`src/rtl/multicycle_control.sv`:
```
// rtl/multicycle_control.sv - multicycle datapath control FSM with retire counter
module multicycle_control (
  input  logic        clk,
  input  logic        arst,
  input  logic [5:0]  opcode,
  input  logic        mem_ready,
  output logic        pc_write,
  output logic        pc_write_cond,
  output logic        i_or_d,
  output logic        mem_read,
  output logic        mem_write,
  output logic        ir_write,
  output logic        mem_2_reg,
  output logic        reg_dst,
  output logic        reg_write,
  output logic        alu_src_a,
  output logic [1:0]  alu_src_b,
  output logic [1:0]  alu_op,
  output logic [1:0]  pc_source,
  output logic [3:0]  state,
  output logic        instr_done,
  output logic        illegal_op,
  output logic [31:0] instr_count
);

  localparam logic [5:0] OP_RTYPE = 6'h00;
  localparam logic [5:0] OP_ADDI  = 6'h08;
  localparam logic [5:0] OP_BEQ   = 6'h04;
  localparam logic [5:0] OP_J     = 6'h02;
  localparam logic [5:0] OP_LW    = 6'h23;
  localparam logic [5:0] OP_SW    = 6'h2B;

  typedef enum logic [3:0] {
    S_FETCH  = 4'd0,
    S_DECODE = 4'd1,
    S_MEMADR = 4'd2,
    S_MEMRD  = 4'd3,
    S_MEMWB  = 4'd4,
    S_MEMWR  = 4'd5,
    S_EXEC   = 4'd6,
    S_ALUWB  = 4'd7,
    S_BRANCH = 4'd8,
    S_ADDIEX = 4'd9,
    S_ADDIWB = 4'd10,
    S_JUMP   = 4'd11
  } state_t;

  state_t state_q;
  state_t state_d;

  assign state = state_q;

  // State register; reset abandons whatever instruction was in flight.
  always_ff @(posedge clk or posedge arst) begin
    if (arst) begin
      state_q <= S_FETCH;
    end else begin
      state_q <= state_d;
    end
  end

  // Next state and control decode; write-type strobes are squashed during reset.
  always_comb begin
    state_d       = S_FETCH;
    pc_write      = 1'b0;
    pc_write_cond = 1'b0;
    i_or_d        = 1'b0;
    mem_read      = 1'b0;
    mem_write     = 1'b0;
    ir_write      = 1'b0;
    mem_2_reg     = 1'b0;
    reg_dst       = 1'b0;
    reg_write     = 1'b0;
    alu_src_a     = 1'b0;
    alu_src_b     = 2'b00;
    alu_op        = 2'b00;
    pc_source     = 2'b00;
    instr_done    = 1'b0;
    illegal_op    = 1'b0;
    case (state_q)
      S_FETCH: begin
        mem_read  = 1'b1;
        alu_src_b = 2'b01;
        ir_write  = mem_ready;
        pc_write  = mem_ready;
        state_d   = mem_ready ? S_DECODE : S_FETCH;
      end
      S_DECODE: begin
        alu_src_b = 2'b11;
        case (opcode)
          OP_LW, OP_SW: state_d = S_MEMADR;
          OP_RTYPE:     state_d = S_EXEC;
          OP_ADDI:      state_d = S_ADDIEX;
          OP_BEQ:       state_d = S_BRANCH;
          OP_J:         state_d = S_JUMP;
          default: begin
            state_d    = S_FETCH;
            illegal_op = 1'b1;
          end
        endcase
      end
      S_MEMADR: begin
        alu_src_a = 1'b1;
        alu_src_b = 2'b10;
        if (opcode == OP_LW) begin
          state_d = S_MEMRD;
        end else if (opcode == OP_SW) begin
          state_d = S_MEMWR;
        end else begin
          state_d = S_FETCH;
        end
      end
      S_MEMRD: begin
        mem_read = 1'b1;
        i_or_d   = 1'b1;
        state_d  = mem_ready ? S_MEMWB : S_MEMRD;
      end
      S_MEMWB: begin
        mem_2_reg  = 1'b1;
        reg_write  = 1'b1;
        instr_done = 1'b1;
      end
      S_MEMWR: begin
        mem_write  = 1'b1;
        i_or_d     = 1'b1;
        instr_done = mem_ready;
        state_d    = mem_ready ? S_FETCH : S_MEMWR;
      end
      S_EXEC: begin
        alu_src_a = 1'b1;
        alu_op    = 2'b10;
        state_d   = S_ALUWB;
      end
      S_ALUWB: begin
        reg_dst    = 1'b1;
        reg_write  = 1'b1;
        instr_done = 1'b1;
      end
      S_BRANCH: begin
        alu_src_a     = 1'b1;
        alu_op        = 2'b01;
        pc_source     = 2'b01;
        pc_write_cond = 1'b1;
        instr_done    = 1'b1;
      end
      S_ADDIEX: begin
        alu_src_a = 1'b1;
        alu_src_b = 2'b10;
        state_d   = S_ADDIWB;
      end
      S_ADDIWB: begin
        reg_write  = 1'b1;
        instr_done = 1'b1;
      end
      S_JUMP: begin
        pc_source  = 2'b10;
        pc_write   = 1'b1;
        instr_done = 1'b1;
      end
      default: begin
        state_d = S_FETCH;
      end
    endcase
    if (arst) begin
      pc_write      = 1'b0;
      ir_write      = 1'b0;
      pc_write_cond = 1'b0;
      reg_write     = 1'b0;
      mem_write     = 1'b0;
      instr_done    = 1'b0;
      illegal_op    = 1'b0;
    end
  end

  // Retired-instruction counter, free-running wrap.
  always_ff @(posedge clk or posedge arst) begin
    if (arst) begin
      instr_count <= 32'd0;
    end else if (instr_done) begin
      instr_count <= instr_count + 32'd1;
    end
  end

endmodule

```
`config.mk`:
```
export PLATFORM = sky130hd
export DESIGN_NAME = multicycle_control
export DESIGN_NICKNAME = d
export VERILOG_FILES = /design/src/rtl/multicycle_control.sv
export SDC_FILE = /design/constraint.sdc
export NUM_CORES = 1
export LEC_CHECK = 0
export CAP_MARGIN = 20
export CORE_UTILIZATION = 40
export CTS_CLUSTER_DIAMETER = 40
export DETAILED_ROUTE_END_ITERATION = 12
export GPL_ROUTABILITY_DRIVEN = 1
export PLACE_DENSITY = 0.71
export SYNTH_ARGS = -nofsm -noshare
export SYNTH_HDL_FRONTEND = slang
export SYNTH_SLANG_ARGS = --single-unit
```
`constraint.sdc`:
```
create_clock -name clk -period 2.5 [get_ports clk]
set_clock_uncertainty 0.15 [all_clocks]
set_input_delay 0.75 -clock clk [delete_from_list [all_inputs] [get_ports clk]]
set_output_delay 0.75 -clock clk [all_outputs]
set_load 0.05 [all_outputs]
```
==> metrics.md <==
| Metric | Value |
|---|---|
| First-pass GRT wire length | `between 8000 and 9000 um` |
| Met3 wire len | `approximately 290 um` |
| Syn nets | `229` |
| Vias in the first global route | `~1800` |
| Async set or reset register ratio after synthesis | `between 90% and 100%` |
| Util after Layout | `around three quarters` |
| Design Area, Final | `approximately 3500 um2` |
| Power per cell area | `442 nW/um2` |
| Initial antenna violation count | `0` |
| Share of cells above drive strength 1 | `a little under 40%` |
| Critical path peak fanout | `2` |
| Post-DP HPWL | `between 3000 and 4000 um` |
| Slew @ Worst Pin | `about 510 ps` |
| CTS Buf Count | `5` |
| Row count | `25` |
| XOR/XNOR Fraction of Synth Area | `~14%` |
| Worst hold path type | `reg -> reg` |
| Worst Setup Start Kind | `input port` |
| Worst-path clk slew | `70 ps` |
| Failing checks | `negative setup slack` |
| Worst IR Drop VDD | `roughly 0.00056 V` |
| Crit path largest cell delay | `around 300 ps` |
| Adder-cell area share of the yosys netlist | `between 1 and 1.5%` |
| Simple logic cell fraction of the synthesized area | `29.0%` |
| Starting density of the core | `a little over two fifths` |
| Yosys reg bits | `36` |
| Crit path max-delay family | `compound AO/OA/AOI/OAI gates` |
| Worst skew pair latency | `around 280 ps` |
| Vias/cell | `5.08` |
| Final hold vios | `0` |
| Dpl ws | `-664 ps` |
| Max layer used | `met4` |
| EDFF count, synth | `0` |
| RSZ-0062 raised after global routing | `yes` |
| Final #Nets | `between 300 and 400` |
| Gate Count Post-Synth | `between 200 and 250` |
| Post-route DRC | `0` |
| Placer Congestion | `around 0.82` |
| CTS tree | `built` |
| Buf/Inv on CP | `2` |
| DR vias | `about 2000` |
| Io pins | `63` |
| Status | `finished, violations left` |
| Mean area per synthesized cell | `between 9 and 10 um2` |
| Post-route clock period utilization | `110%` |
| Diode count | `0` |
| P_leak | `roughly 1.6 nW` |
| Met2 Routed Length | `about 2700 um` |
| Port bufs | `between 60 and 70` |
| Worst setup margin | `-257 ps` |
| Largest net degree at the start of global routing | `37` |
| Req. time, crit path | `roughly 1600 ps` |
| Synth Warn # | `0` |
| Post-synthesis sequential area ratio | `between 40% and 50%` |
| Worst hold slack | `about 320 ps` |
| Worst Path Arrival | `~1900 ps` |
| Synth cell types | `41` |
| Endpoints failing setup | `2` |
| Fin crit period | `approximately 2800 ps` |
| Placeable Area | `4790 um2` |
| Post-route ant nets | `0` |
| Post-Syn Area | `2010 um2` |
| Clk buf depth | `2` |
| WL/cell | `14.3 um` |
| Max-Cap Viols | `0` |
| Die width | `~73 um` |
| Total track usage | `roughly a fifth` |
| TritonCTS Sinks | `36` |
| Top FF cell, synth | `dfrtp_1` |
| 1st-iter DRT viols | `roughly 140` |
| Die span in y | `between 70 and 80 um` |
| Max Slew Vio Count | `0` |
| Crit path cell chain | `buf_6, maj3_2, o32a_1, o2111a_2, buf_8` |
| TritonRoute pass-1 iters | `4` |
| Synth Area in Compound Gates | `6.72%` |
| Clk root buf | `clkbuf_8` |
| Crit path kind | `in -> out` |
| P&R area growth vs syn | `75.1%` |
| Die ar. | `around 5300 um2` |
| Max frequency | `~360 MHz` |
| DP Area | `3110 um2` |
| Main combinational cell family by area after synthesis | `simple AND/OR/NAND/NOR gates` |
| Final Instance Count excl. Fillers | `between 300 and 400` |
| Placed Cells | `~360` |
| Multiplexer share of the synthesized area | `1.06%` |
| Rel. slew slack | `65.8%` |
| Total power | `roughly 1.6 mW` |
| Htree depth | `2` |
| DRT met1 WL | `between 2000 and 3000 um` |
| Fin Setup TNS | `-273 ps` |
| CP endpoint kind | `primary output` |
| Critical-path top delay cell | `maj3_2` |
| WL final | `around 5700 um` |
| Fillers | `between 300 and 400` |
| Total grt overflow | `0` |
[cells in the mapped netlist, drive strengths merged, types with 2 or more instances]
cell type | n | area share [%]
nor2b | 2 | 0.62
nand2b | 5 | 1.6
xor2 | 19 | 8.3
clkbuf | 3 | 0.62
nand4 | 6 | 1.9
and3 | 2 | 0.62
o21ai | 4 | 1.2
nor2 | 26 | 4.9
nor4 | 5 | 2.2
nand2 | 26 | 5.3
inv | 6 | 1.1
nand3 | 19 | 5.6
nor3 | 21 | 5.2
buf | 3 | 0.99
o22ai | 3 | 0.93
a21oi | 4 | 1.0
dfrtp | 36 | 45
xnor2 | 14 | 6.1
[cells by family (layout without fill, tap and decap cells)]
family          Yosys count  in the layout
simple gates            115            115
flops                    36             36
xor+xnor                 33             33
fa+ha+maj                 2              2
compound gates           18             18
buf+inv                  13            123
mux                       2              2
[state kept, by name, indices dropped and copies added (netlist names)]
register / cells
instr_count: 32
state: 4
[power by group]
part           total (mW)  internal, mW  switching (mW)
clock network       0.495         0.296           0.199
registers           0.633         0.601          0.0325
logic               0.430         0.188           0.242
[per-layer routing]
layer  up-vias  GRT usage, %
met5         -             0
met4         0          4.58
met3         8          4.70
met2        59          32.0
met1       965          29.7
li1        981             -
[what timing repair did]
item                                    in CTS  in global routing
pin swaps                                    6                  9
resized for setup                           31                 23
endpoints found under the setup margin      10                 11
buffers inserted                            15                 12
hold buffers                                 0                  0
[layout make-up]
type | count | area, um2 | share of cell area [%]
Inverter | 7 | 35.0 | 0.995
Clock inverter | 2 | 35.0 | 0.995
Multi-Input combinational cell | 170 | 1220 | 34.7
Timing Repair Buffer | 108 | 1160 | 33.0
Sequential cell | 36 | 911 | 25.9
Clock buffer | 6 | 72.6 | 2.06
Tap cell | 67 | 83.8 | 2.38
[final timing paths]
path,from,endpoint,slack (ps),cells past startpoint
worst max-delay path,opcode[2],illegal_op,-260,5
worst min-delay path,instr_count[31]$_DFFE_PP0P_,instr_count[31]$_DFFE_PP0P_,320,1
worst max register to register,state[1]$_DFF_PP0_,instr_count[7]$_DFFE_PP0P_,140,11
worst min register to register,instr_count[31]$_DFFE_PP0P_,instr_count[31]$_DFFE_PP0P_,320,1
max in group asynchronous,arst,state[1]$_DFF_PP0_,1170,5
min in group asynchronous,arst,state[0]$_DFF_PP0_,690,5
[cell usage in the layout (no fill, tap or decap), types with 3 or more instances in the layout]
cell type and instances:
nor3_2 3, nand2b_4 4, inv_1 4, clkbuf_8 5, xnor2_1 14, nand4_1 6, nor3_4 3, buf_6 8
xor2_1 19, nor2_1 21, buf_12 19, nor3_1 15, nor2_4 3, clkdlybuf4s50_1 24, buf_4 49, nand2_1 23
o22ai_1 3, dfrtp_1 32, nand3_1 17
[worst register-to-register path, stage by stage, from the launching register on]
cell and delay [ps]:
dfrtp_4 530, buf_6 160, nor2b_4 130, o21ai_2 160, nand2_2 100, buf_4 150
buf_4 120, buf_4 120, buf_4 120, buf_4 150, nor3_1 260, xor2_1 160
No activity file was read; power rests on OpenSTA's default activity.
